`config.mk`:
```
export PLATFORM = sky130hd
export DESIGN_NAME = alu_muldiv_seq_flat
export DESIGN_NICKNAME = d
export VERILOG_FILES = /design/src/rtl/alu_muldiv_seq_if.sv /design/src/rtl/alu_muldiv_seq.sv /design/src/flat_wrapper.sv
export SDC_FILE = /design/constraint.sdc
export NUM_CORES = 1
export LEC_CHECK = 0
export BUFFER_PORTS_ARGS = -buffer_cell sky130_fd_sc_hd__buf_2
export CAP_MARGIN = 15
export CORE_ASPECT_RATIO = 1.5
export CORE_MARGIN = 10
export CORE_UTILIZATION = 40
export DETAILED_ROUTE_END_ITERATION = 8
export SYNTH_ARGS = -nofsm -noshare
export SYNTH_HDL_FRONTEND = slang
export SYNTH_SLANG_ARGS = --single-unit
export TNS_END_PERCENT = 100
```
`constraint.sdc`:
```
create_clock -name clk_i -period 3 [get_ports clk_i]
set_clock_uncertainty 0.2 [all_clocks]
set_input_delay 0 -clock clk_i [delete_from_list [all_inputs] [get_ports clk_i]]
set_output_delay 0 -clock clk_i [all_outputs]
set_load 0.1 [all_outputs]
```
`src/rtl/alu_muldiv_seq_if.sv`:
```
// Request/response and shared-adder signals of the iterative multiply/divide sequencer.
// Signal names match the original port names so existing connections map one-to-one.
interface alu_muldiv_seq_if #(
  parameter int unsigned XLEN = 64
);
  // Execute-stage request side
  logic            req_valid_i;
  logic            req_ready_o;
  logic [1:0]      op_i;
  logic [XLEN-1:0] opa_i;
  logic [XLEN-1:0] opb_i;
  // Result side
  logic            rsp_valid_o;
  logic            rsp_ready_i;
  logic [XLEN-1:0] result_o;
  // Shared adder side
  logic            alu_req_o;
  logic            alu_gnt_i;
  logic [XLEN-1:0] alu_a_o;
  logic [XLEN-1:0] alu_b_o;
  logic            alu_c_o;
  logic [XLEN-1:0] alu_out_i;
  logic            alu_cflag_i;

  // Sequencer view
  modport slave (
    input  req_valid_i, op_i, opa_i, opb_i, rsp_ready_i,
           alu_gnt_i, alu_out_i, alu_cflag_i,
    output req_ready_o, rsp_valid_o, result_o,
           alu_req_o, alu_a_o, alu_b_o, alu_c_o
  );

  // Environment view: execute stage, consumer and adder/arbiter
  modport master (
    output req_valid_i, op_i, opa_i, opb_i, rsp_ready_i,
           alu_gnt_i, alu_out_i, alu_cflag_i,
    input  req_ready_o, rsp_valid_o, result_o,
           alu_req_o, alu_a_o, alu_b_o, alu_c_o
  );
endinterface

```
`src/rtl/alu_muldiv_seq.sv`:
```
// Iterative MUL / DIVU / REMU sequencer. Runs XLEN add or subtract steps through
// the shared adder, one step per granted cycle, and returns a single result.
module alu_muldiv_seq #(
  parameter int unsigned XLEN = 64
) (
  input logic              clk_i,
  input logic              reset_i,
  alu_muldiv_seq_if.slave  bus
);

  localparam int unsigned CW = $clog2(XLEN);

  typedef enum logic [1:0] {
    IDLE,
    RUN,
    DONE
  } state_e;

  typedef enum logic [1:0] {
    OP_MUL  = 2'b00,
    OP_DIVU = 2'b01,
    OP_REMU = 2'b10,
    OP_RSV  = 2'b11
  } op_e;

  state_e          state_q, state_d;
  logic [CW-1:0]   cnt_q, cnt_d;
  logic [1:0]      op_q, op_d;
  // acc_q: product accumulator (MUL) or partial remainder (DIVU/REMU)
  // x_q:   shifted multiplicand (MUL) or dividend/quotient shift register
  // y_q:   shifted multiplier (MUL) or divisor
  logic [XLEN-1:0] acc_q, acc_d;
  logic [XLEN-1:0] x_q, x_d;
  logic [XLEN-1:0] y_q, y_d;
  logic [XLEN-1:0] result_q, result_d;
  logic            rsp_valid_q, rsp_valid_d;

  logic            is_div;
  logic [XLEN-1:0] div_rs;
  logic            div_msb;
  logic            div_ge;
  logic [XLEN-1:0] alu_a, alu_b;
  logic            alu_c;
  logic [XLEN-1:0] acc_step, x_step, y_step;

  // Adder operands and the register values one step would produce; operands depend
  // on state and registers only so no path exists from the adder back into it.
  always_comb begin
    is_div  = (op_q == OP_DIVU) || (op_q == OP_REMU);
    // {div_msb, div_rs} is the XLEN+1-bit shifted remainder {rem, quo[msb]}
    div_msb = acc_q[XLEN-1];
    div_rs  = {acc_q[XLEN-2:0], x_q[XLEN-1]};
    div_ge  = div_msb | bus.alu_cflag_i;

    alu_a = '0;
    alu_b = '0;
    alu_c = 1'b0;
    if (state_q == RUN) begin
      if (is_div) begin
        alu_a = div_rs;
        alu_b = ~y_q;
        alu_c = 1'b1;
      end else begin
        alu_a = acc_q;
        alu_b = x_q & {XLEN{y_q[0]}};
        alu_c = 1'b0;
      end
    end

    if (is_div) begin
      acc_step = div_ge ? bus.alu_out_i : div_rs;
      x_step   = {x_q[XLEN-2:0], div_ge};
      y_step   = y_q;
    end else begin
      acc_step = bus.alu_out_i;
      x_step   = x_q << 1;
      y_step   = y_q >> 1;
    end
  end

  // Sequencer next-state: accept, step on grant, hold result until taken
  always_comb begin
    state_d     = state_q;
    cnt_d       = cnt_q;
    op_d        = op_q;
    acc_d       = acc_q;
    x_d         = x_q;
    y_d         = y_q;
    result_d    = result_q;
    rsp_valid_d = rsp_valid_q;

    unique case (state_q)
      IDLE: begin
        if (bus.req_valid_i) begin
          op_d    = bus.op_i;
          acc_d   = '0;
          x_d     = bus.opa_i;
          y_d     = bus.opb_i;
          cnt_d   = '0;
          state_d = RUN;
        end
      end
      RUN: begin
        if (bus.alu_gnt_i) begin
          acc_d = acc_step;
          x_d   = x_step;
          y_d   = y_step;
          if (cnt_q == CW'(XLEN - 1)) begin
            // Final step: capture the result from the post-step values directly
            unique case (op_q)
              OP_DIVU: result_d = x_step;
              OP_REMU: result_d = acc_step;
              default: result_d = acc_step;
            endcase
            rsp_valid_d = 1'b1;
            state_d     = DONE;
          end else begin
            cnt_d = cnt_q + 1'b1;
          end
        end
      end
      DONE: begin
        if (bus.rsp_ready_i) begin
          rsp_valid_d = 1'b0;
          state_d     = IDLE;
        end
      end
      default: state_d = IDLE;
    endcase
  end

  // State register with synchronous active-low reset
  always_ff @(posedge clk_i) begin
    if (!reset_i) begin
      state_q     <= IDLE;
      cnt_q       <= '0;
      op_q        <= '0;
      acc_q       <= '0;
      x_q         <= '0;
      y_q         <= '0;
      result_q    <= '0;
      rsp_valid_q <= 1'b0;
    end else begin
      state_q     <= state_d;
      cnt_q       <= cnt_d;
      op_q        <= op_d;
      acc_q       <= acc_d;
      x_q         <= x_d;
      y_q         <= y_d;
      result_q    <= result_d;
      rsp_valid_q <= rsp_valid_d;
    end
  end

  assign bus.req_ready_o = (state_q == IDLE);
  assign bus.alu_req_o   = (state_q == RUN);
  assign bus.rsp_valid_o = rsp_valid_q;
  assign bus.result_o    = result_q;
  assign bus.alu_a_o     = alu_a;
  assign bus.alu_b_o     = alu_b;
  assign bus.alu_c_o     = alu_c;

endmodule

```
`src/flat_wrapper.sv`:
```
// flat-port wrapper written by rule: the top's interface ports become plain ports
module alu_muldiv_seq_flat 
#(
  parameter int unsigned XLEN = 64
)
  (clk_i, reset_i, bus_req_valid_i, bus_op_i, bus_opa_i, bus_opb_i, bus_rsp_ready_i, bus_alu_gnt_i, bus_alu_out_i, bus_alu_cflag_i, bus_req_ready_o, bus_rsp_valid_o, bus_result_o, bus_alu_req_o, bus_alu_a_o, bus_alu_b_o, bus_alu_c_o);
  alu_muldiv_seq_if #(.XLEN(XLEN)) bus_i ();
  input logic clk_i;
  input logic reset_i;
  input wire logic [$bits(bus_i.req_valid_i)-1:0] bus_req_valid_i;
  input wire logic [$bits(bus_i.op_i)-1:0] bus_op_i;
  input wire logic [$bits(bus_i.opa_i)-1:0] bus_opa_i;
  input wire logic [$bits(bus_i.opb_i)-1:0] bus_opb_i;
  input wire logic [$bits(bus_i.rsp_ready_i)-1:0] bus_rsp_ready_i;
  input wire logic [$bits(bus_i.alu_gnt_i)-1:0] bus_alu_gnt_i;
  input wire logic [$bits(bus_i.alu_out_i)-1:0] bus_alu_out_i;
  input wire logic [$bits(bus_i.alu_cflag_i)-1:0] bus_alu_cflag_i;
  output wire logic [$bits(bus_i.req_ready_o)-1:0] bus_req_ready_o;
  output wire logic [$bits(bus_i.rsp_valid_o)-1:0] bus_rsp_valid_o;
  output wire logic [$bits(bus_i.result_o)-1:0] bus_result_o;
  output wire logic [$bits(bus_i.alu_req_o)-1:0] bus_alu_req_o;
  output wire logic [$bits(bus_i.alu_a_o)-1:0] bus_alu_a_o;
  output wire logic [$bits(bus_i.alu_b_o)-1:0] bus_alu_b_o;
  output wire logic [$bits(bus_i.alu_c_o)-1:0] bus_alu_c_o;
  assign bus_i.req_valid_i = bus_req_valid_i;
  assign bus_i.op_i = bus_op_i;
  assign bus_i.opa_i = bus_opa_i;
  assign bus_i.opb_i = bus_opb_i;
  assign bus_i.rsp_ready_i = bus_rsp_ready_i;
  assign bus_i.alu_gnt_i = bus_alu_gnt_i;
  assign bus_i.alu_out_i = bus_alu_out_i;
  assign bus_i.alu_cflag_i = bus_alu_cflag_i;
  assign bus_req_ready_o = bus_i.req_ready_o;
  assign bus_rsp_valid_o = bus_i.rsp_valid_o;
  assign bus_result_o = bus_i.result_o;
  assign bus_alu_req_o = bus_i.alu_req_o;
  assign bus_alu_a_o = bus_i.alu_a_o;
  assign bus_alu_b_o = bus_i.alu_b_o;
  assign bus_alu_c_o = bus_i.alu_c_o;
  alu_muldiv_seq #(.XLEN(XLEN)) u_core (.clk_i(clk_i), .reset_i(reset_i), .bus(bus_i));
endmodule
```
==> impl_metrics.toml, run 1 <==
[worst_setup_path]
crit_path_end_kind = "primary output"
crit_chain = "inv_1, ha_4, buf_4, mux2i_1, nor2_1, buf_2"
max_stage_delay_ns = 0.48
crit_type = "reg -> out"
r2r_slack_ns = 0.30
worst-path-buf-inv = 3
cp_max_fo = 43
critPathLaunchType = "flip-flop"
arrival_ns = 2.55
cp_data_required_time_ns = 2.80
crit_family = "buffers and inverters"
cp_slowest_cell = "buf_2"

[routing]
wl_um = 52000
wl_per_cell_um = 18.8
drt-initial-drc-count = 980
drcViolationCount = 0
firstDrtPassIters = 6
viasPerCell = 5.40
postRouteAntennaNets = 0
num_vias = 14900

[die]
die-area_um2 = 43700
start_util = 0.405
fp.coreArea_um2 = 35100
die_w_um = 174
die_height_um = 251
rows = 84
num_io_pins = 396

[clock_tree]
clock_sinks = 267
htree_levels = 1
clk_pin_slew_ns = 0.06
cts_tree = "yes"
ctsLongestPathBuffers = 3
cts_buffers = 28
cts_root_buf = "clkbuf_16"
cts_resized = 0
clock_latency_ns = 0.55

[sta]
fmaxAchievable_mhz = 364
relSlewSlack = 0.418
drv_slew = 0
finalCritPeriodShare = 0.916
tightest_slew_ns = 0.873
fin_crit_ns = 2.75
setup-violations-final = 0
hold_viol_final = 0
whs_ns = 0.150
rsz0062_at_grt = "false"
tns_ns = 0

[grt]
grt_pass1_vias = 15600
grt_pass1_wl_um = 83200
gr-usage-met3 = 0.0372
grt_overflow_total = 0
grt_usage = 0.227
grt_start_max_net_pins = 207
grt_use_met2 = 0.394
antenna_found_initial = 4
grt-busiest-layer = "met2"
met1_usage = 0.258

[logic_synthesis]
synth_fp_nets = 1912
synth_edf_count = 0
synth_adder_area_share = 0.00176
async_reset_ff_frac = 0
yosys-top-cells-count = "dfxtp_1 (267), nand2_1 (258), nor2_1 (196), mux2i_1 (191), clkbuf_1 (82)"
netlist_instances = 1710
syn-cell-area_um2 = 14200
synth.most_common_cell = "dfxtp_1"
synth.yosys.warnings = 0
synth.area.top_cells = "dfxtp_1 (38%), mux2i_1 (13%), nand2_1 (6.8%)"
synth_cell_types = 43
syn_area_per_cell_um2 = 8.32
synth_top_family_by_area = "simple AND/OR/NAND/NOR gates"
synth_top_cell_by_area = "dfxtp_1"
synth.yosys.seq_area_share = 0.376
synth_ff_type = "dfxtp_1"
synth_xor_xnor_area_share = 0
synthMuxAreaShare = 0.135
yosys.area.top_type_share = 0.376
synth_seq_cells = 267
synth_compound_area_frac = 0.198
synthSimpleGateAreaFrac = 0.211

[power_and_ir_drop]
pwr-share-clk = 0.356
swShare = 0.322
internal_power_w = 0.00682
pwr-share-seq = 0.389
switching_power_w = 0.00324
powerDensity_nw_per_um2 = 503
combPwrFrac = 0.254
peakVddDrop_v = 0.000402
power.leakage_nw = 9.94

[place]
dpl.hpwl_um = 33700
routabilityCongestion = 0.813
io_buffers = 395

[min_path]
hold_class = "in -> reg"

[cells_and_area]
area_delta_synth_final_pct = 40.7
final_nets = 2466
layout-drive-gt1-share = 0.211

[run]
cap_viol_max_count = 0

[run_status]
status = "completed"
[layout make-up]
class / count / area, µm²
fill: 3202 / 15100
multi-input combinational: 1209 / 7830
sequential: 267 / 5350
timing repair buffer: 692 / 5050
clock buffer: 38 / 790
tap: 473 / 592
inverter: 66 / 248
clock inverter: 13 / 144
antenna: 4 / 10.0
[cell usage in the layout, fill, tap and decap left out, drive strengths merged, types with 2 or more instances in the layout]
cell and count:
nor2 196, and3 59, diode 4, o22ai 2
nand3b 2, o211a 72, nand2b 4, buf 421
nand3 73, ha 2, a22o 63, o21ai 5
and4 2, nor3b 4, a31oi 64, mux2i 191
a21oi 7, bufinv 3, clkbuf 38, clkinv 9
dfxtp 267, nor2b 4, o211ai 59, inv 67
a21boi 3, nand2 258, o2bb2ai 63, dlygate4sd3 271
and2 64
[logic make-up (layout without fill, tap and decap cells)]
kind of cell / Yosys count / count (layout)
other: 0 / 4
AND/OR/NAND/NOR: 671 / 671
flip-flops: 267 / 267
multiplexers: 192 / 192
buffers and inverters: 234 / 809
AO/OA/AOI/OAI: 344 / 344
adder cells (fa/ha/maj): 2 / 2
[worst reg2reg max path, stage by stage (launching register included)]
cell,delay [ns]
dfxtp_1,0.38
buf_4,0.19
nand2_1,0.14
a21oi_4,0.18
buf_4,0.50
o311ai_0,0.25
dlygate4sd3_1,0.59
and3_1,0.17
[final timing paths]
check	startpoint	end	depth (start not counted)
worst max-delay path	u_core.op_q[1]	bus_alu_a_o[0]	6
worst min-delay path	bus_opa_i[18]	u_core.x_q[18]	5
worst max register to register	u_core.state_q[0]	u_core.x_q[0]	7
worst min register to register	u_core.bus.result_o[28]	u_core.bus.result_o[28]	1
[power by group through the flow]
stage	combinational, W	clock (W)	sequential, W
final	0.00256	0.00359	0.00392
after global routing	0.00277	0.00380	0.00394
after CTS	0.00255	0.00367	0.00391
after detailed placement	0.00222	0	0.00399
after global placement	0.00219	0	0.00399
after floorplan	0.00171	0	0.00393
[flip-flops by register name (all words and copies together), names as in the netlist]
register,flops
u_core.acc_q,64
u_core.bus.result_o,64
u_core.x_q,64
u_core.y_q,64
u_core.cnt_q,6
u_core.op_q,2
u_core.state_q,2
u_core.bus.rsp_valid_o,1
[routing by layer]
layer  part of all wire  up-vias
met5                  0        -
met4              0.053        0
met3              0.058      161
met2               0.50      571
met1               0.39     7056
li1                   -     7119
[metrics by stage]
step | std cells | setup WS, ns | power (W) | utilization | cell area [µm²]
2_1_floorplan | 1710 | 0.145 | 0.00564 | - | 14200
3_3_place_gp | 2436 | 0.653 | 0.00617 | 0.466 | 16400
3_5_place_dp | 2436 | 0.573 | 0.00621 | 0.466 | 16400
4_1_cts | 2758 | 0.232 | 0.0101 | 0.570 | 20000
5_1_grt | 2762 | 0.0906 | 0.0105 | 0.570 | 20000
6_report | 2762 | 0.252 | 0.0101 | 0.570 | 20000
[timing repair]
item / in CTS / in global routing
endpoints found under the hold margin: 267 / 0
hold buffers: 271 / 0
setup buffers: 0 / 0
(Power assumes the default switching activity.)
==> run 2, diff against run 1 <==
--- a/config.mk
+++ b/config.mk
@@ -11,6 +11,7 @@
 export CORE_MARGIN = 10
 export CORE_UTILIZATION = 40
 export DETAILED_ROUTE_END_ITERATION = 8
+export RECOVER_POWER = 50
 export SYNTH_ARGS = -nofsm -noshare
 export SYNTH_HDL_FRONTEND = slang
 export SYNTH_SLANG_ARGS = --single-unit
==> impl_metrics.toml, run 2 (same netlist as run 1, synthesis figures left out) <==
[clock_tree]
postCtsSetupRepairBufs = 0
clk_pin_slew_ns = 0.06
cts_resized = 0
cts_tree = "yes"
clock_sinks = 267
cts_root_buf = "clkbuf_16"
htree_levels = 1
clock_latency_ns = 0.55
ctsLongestPathBuffers = 3
cts_buffers = 28

[routing]
postRouteAntennaNets = 0
drt-initial-drc-count = 968
wl_per_cell_um = 18.8
num_vias = 14800
firstDrtPassIters = 5
wl_um = 52000
viasPerCell = 5.37
drcViolationCount = 0

[die]
num_io_pins = 396
rows = 84
die_w_um = 174
start_util = 0.405
fp.coreArea_um2 = 35100
die-area_um2 = 43700
die_height_um = 251

[sta]
tightest_slew_ns = 1.30
drv_slew = 0
tns_ns = 0
fin_crit_ns = 2.73
fmaxAchievable_mhz = 366
hold_viol_final = 0
finalCritPeriodShare = 0.912
rsz0062_at_grt = "false"
setup-violations-final = 0
relSlewSlack = 0.139

[cells_and_area]
multi_input_area_um2 = 7780
regArea_um2 = 5350
final_cell_mix = "buf_2 (327), dlygate4sd3_1 (271), dfxtp_1 (266)"
layout-drive-gt1-share = 0.179
layoutNonFillerInstCount = 2762
fin_util = 0.565
area_delta_synth_final_pct = 39.5
final_nets = 2466
n_fill_cell = 3254
mostFrequentLayoutCell = "buf_2"

[power_and_ir_drop]
combPwrFrac = 0.253
powerDensity_nw_per_um2 = 506
internal_power_w = 0.00681
swShare = 0.322
pwr-share-seq = 0.390
p_total_w = 0.0100
peakVddDrop_v = 0.000402
switching_power_w = 0.00324
power.leakage_nw = 9.58
pwr-share-clk = 0.357

[worst_setup_path]
critPathLaunchType = "flip-flop"
cp_max_fo = 50
cp_slowest_cell = "dlygate4sd3_1"
crit_type = "reg -> reg"
crit_chain = "clkbuf_2, nand2_1, a21oi_1, buf_4, o311ai_0, dlygate4sd3_1, and3_1"
crit_path_end_kind = "flip-flop"
cp_data_required_time_ns = 3.24
arrival_ns = 2.98
max_stage_delay_ns = 0.59

[grt]
grt_overflow_total = 0
grt_pass1_vias = 15600
antenna_found_initial = 4
grt_start_max_net_pins = 207
grt_pass1_wl_um = 83200
grt_usage = 0.227

[place]
routabilityCongestion = 0.813
dpl.hpwl_um = 33700
io_buffers = 395
dp.cells = 2436

[min_path]
hold_class = "in -> reg"

[run_status]
status = "completed"

[run]
cap_viol_max_count = 0
-- run 2: per-layer routing --
layer  GRT usage  wire length (µm)  up-vias
li1            -                 -     7124
met1       0.258             20600     7014
met2       0.394             25900      541
met3      0.0372              2830      151
met4       0.129              2730        0
met5           0                 0        -
-- run 2: worst paths after layout --
kind              cells past startpoint  slack, ns                    start                      end
setup reg to reg                      7       0.27        u_core.state_q[0]            u_core.x_q[0]
setup / recovery                      7       0.27        u_core.state_q[0]            u_core.x_q[0]
hold / removal                        5       0.15            bus_opa_i[25]           u_core.x_q[25]
hold reg to reg                       1       0.28  u_core.bus.result_o[28]  u_core.bus.result_o[28]
-- run 2: final cells by class --
class,instances,share of cell area
sequential,267,0.269
clock buffer,38,0.0398
multi-input combinational,1209,0.392
inverter,66,0.0125
timing repair buffer,692,0.249
clock inverter,13,0.00725
tap,473,0.0298
antenna,4,0.000504
-- run 2: worst max-delay path, delay by kind of cell, from the launching register on --
kind	cells	cell delay (ns)
simple gates	2	0.30
compound gates	2	0.43
buf+inv	3	1.34
flops	1	0.34
-- run 2: through the flow --
step                hold slack [ns]  instance area [µm²]  worst slack, ns
floorplan                   -0.0526                14200            0.145
global placement             0.0957                16400            0.653
detailed placement           0.0991                16400            0.573
CTS                           0.126                20000            0.232
global route                  0.164                19800           0.0738
finish                        0.154                19800            0.265
-- run 2: timing repair --
item                                    4_1_cts  5_1_grt
hold endpoints to repair                    267        0
hold buffers                                271        0
endpoints found under the setup margin        0        0
-- run 2: power by group through the flow --
stage	clock (W)	sequential, W	combinational [W]
after detailed placement	0	0.00399	0.00222
after CTS	0.00367	0.00391	0.00255
final	0.00359	0.00392	0.00254
after floorplan	0	0.00393	0.00171
after global routing	0.00379	0.00394	0.00275
after global placement	0	0.00399	0.00219
==> run 3, diff against run 2 <==
==> constraint.sdc (replaced) <==
create_clock -name clk_i -period 3 [get_ports clk_i]
set_clock_uncertainty 0.2 [all_clocks]
set_input_delay 0.6 -clock clk_i [delete_from_list [all_inputs] [get_ports clk_i]]
set_output_delay 0.6 -clock clk_i [all_outputs]
set_load 0.1 [all_outputs]
==> impl_metrics.toml, run 3 (same netlist as run 1, synthesis figures left out) <==
[cells_and_area]
regArea_um2 = 5350
layout-drive-gt1-share = 0.305
multi_input_area_um2 = 8550
final_cell_mix = "dfxtp_1 (263), nand2_1 (258), buf_2 (200)"
n_fill_cell = 3234
final_nets = 2226
mostFrequentLayoutCell = "dfxtp_1"
area_delta_synth_final_pct = 39.1

[worst_setup_path]
r2r_slack_ns = 0.22
cp_data_required_time_ns = 2.20
max_stage_delay_ns = 0.32
cp_common_cell = "buf_12"
crit_family = "buffers and inverters"
rr_worst_depth = 9
r2r_start = "u_core.op_q[1]"
critPathLaunchType = "flip-flop"
worst-path-buf-inv = 5
timing.rr.end = "u_core.y_q[1]"
cp_max_fo = 7
arrival_ns = 2.20
crit_chain = "inv_2, ha_4, buf_12, buf_12, buf_12, nor2_4, a31oi_2, nor2_2, buf_12"
crit_path_end_kind = "primary output"
cp_slowest_cell = "dfxtp_2"
crit_type = "reg -> out"

[sta]
rsz0062_at_grt = "true"
worst_slack_ns = -0.00485
finalCritPeriodShare = 1.00
tightest_slew_ns = 1.30
fmaxAchievable_mhz = 333
drv_slew = 0
whs_ns = 0.113
hold_viol_final = 0
relSlewSlack = 0.140
fin_crit_ns = 3.00
setup-violations-final = 4

[grt]
antenna_found_initial = 10
grt_overflow_total = 0
grt_usage = 0.223
grt_start_max_net_pins = 207
grt_pass1_vias = 14300
grt_pass1_wl_um = 80300

[run_status]
status = "finished with violations"
violations = "negative setup slack"

[power_and_ir_drop]
pwr-share-seq = 0.377
internal_power_w = 0.00704
p_total_w = 0.0105
power.leakage_nw = 8.80
swShare = 0.327
powerDensity_nw_per_um2 = 529
pwr-share-clk = 0.362
switching_power_w = 0.00343
peakVddDrop_v = 0.000340
combPwrFrac = 0.262

[die]
die_height_um = 251
die-area_um2 = 43700
num_io_pins = 396
fp.coreArea_um2 = 35100
start_util = 0.405
rows = 84
die_w_um = 174

[routing]
routed.top_layer = "met5"
firstDrtPassIters = 7
drt-initial-drc-count = 884
wl_met1_um = 20200
wl_met3_um = 3200
wl_met2_um = 26400
postRouteAntennaNets = 0
viasPerCell = 5.53
wl_per_cell_um = 20.7
drcViolationCount = 0
num_vias = 14000
wl_um = 52400

[clock_tree]
ctsLongestPathBuffers = 3
clk_pin_slew_ns = 0.06
clock_latency_ns = 0.55
cts_tree = "yes"
cts_buffers = 29
clock_sinks = 267
cts_root_buf = "clkbuf_16"
cts_hold_buf = 0
htree_levels = 1

[run]
cap_viol_max_count = 0

[place]
dpl.hpwl_um = 35500
routabilityCongestion = 0.873
io_buffers = 395

[min_path]
hold_class = "in -> reg"
min_from = "bus_opb_i[63]"
holdPathEnd = "u_core.y_q[63]"
holdPathStages = 3
-- run 3: worst min-delay path, stage by stage --
cell	delay, ns
buf_2	0.10
nand2_1	0.04
a21boi_0	0.06
-- run 3: stage by stage --
stage / util / TNS, ns / cell area [µm²] / setup slack [ns] / instances
4_1_cts: 0.549 / -0.00846 / 19300 / -0.00846 / 2511
3_5_place_dp: 0.507 / 0 / 17800 / 0.216 / 2447
5_1_grt: 0.563 / -1.94 / 19800 / -0.0764 / 2523
3_3_place_gp: 0.507 / 0 / 17800 / 0.246 / 2447
6_report: 0.564 / -0.00896 / 19800 / -0.00485 / 2527
2_1_floorplan: - / -3.50 / 14600 / -0.443 / 1710
-- run 3: per-layer routing --
metal / global-route usage / vias up
met2: 0.389 / 463
met1: 0.247 / 6706
met5: 0 / -
met3: 0.0512 / 141
met4: 0.123 / 10
li1: - / 6647
-- run 3: how the worst max path moves through the flow --
stage	start	slack, ns	cells past startpoint	to
finish	u_core.op_q[1]	-0.005	9	bus_alu_b_o[16]
global route	u_core.op_q[1]	-0.08	8	bus_alu_a_o[28]
CTS	u_core.op_q[1]	-0.008	9	bus_alu_b_o[16]
detailed placement	bus_alu_gnt_i	0.22	5	u_core.bus.result_o[14]
global placement	bus_alu_gnt_i	0.25	5	u_core.bus.result_o[4]
floorplan	u_core.op_q[1]	-0.44	7	bus_alu_b_o[5]
-- run 3: layout make-up --
class,instances,share of cell area
Multi-Input combinational cell,1209,0.432
Sequential cell,267,0.270
Timing Repair Buffer,451,0.204
Clock buffer,42,0.0422
Tap cell,473,0.0299
Inverter,66,0.0126
Clock inverter,11,0.00797
Antenna cell,8,0.00101
-- run 3: power by group through the flow --
stage               Combinational, W  Clock (W)  Sequential (W)
global placement             0.00243          0         0.00399
floorplan                    0.00177          0         0.00393
finish                       0.00274    0.00379         0.00394
global route                 0.00293    0.00399         0.00396
CTS                          0.00261    0.00386         0.00392
detailed placement           0.00246          0         0.00399
-- run 3: timing repair --
item                                    CTS  global route
endpoints found under the setup margin  127           108
gates resized for setup                  99           119
endpoints found under the hold margin     0             0
pin swaps                                 2            16
cloned                                    3             5
buffers inserted                          8             3
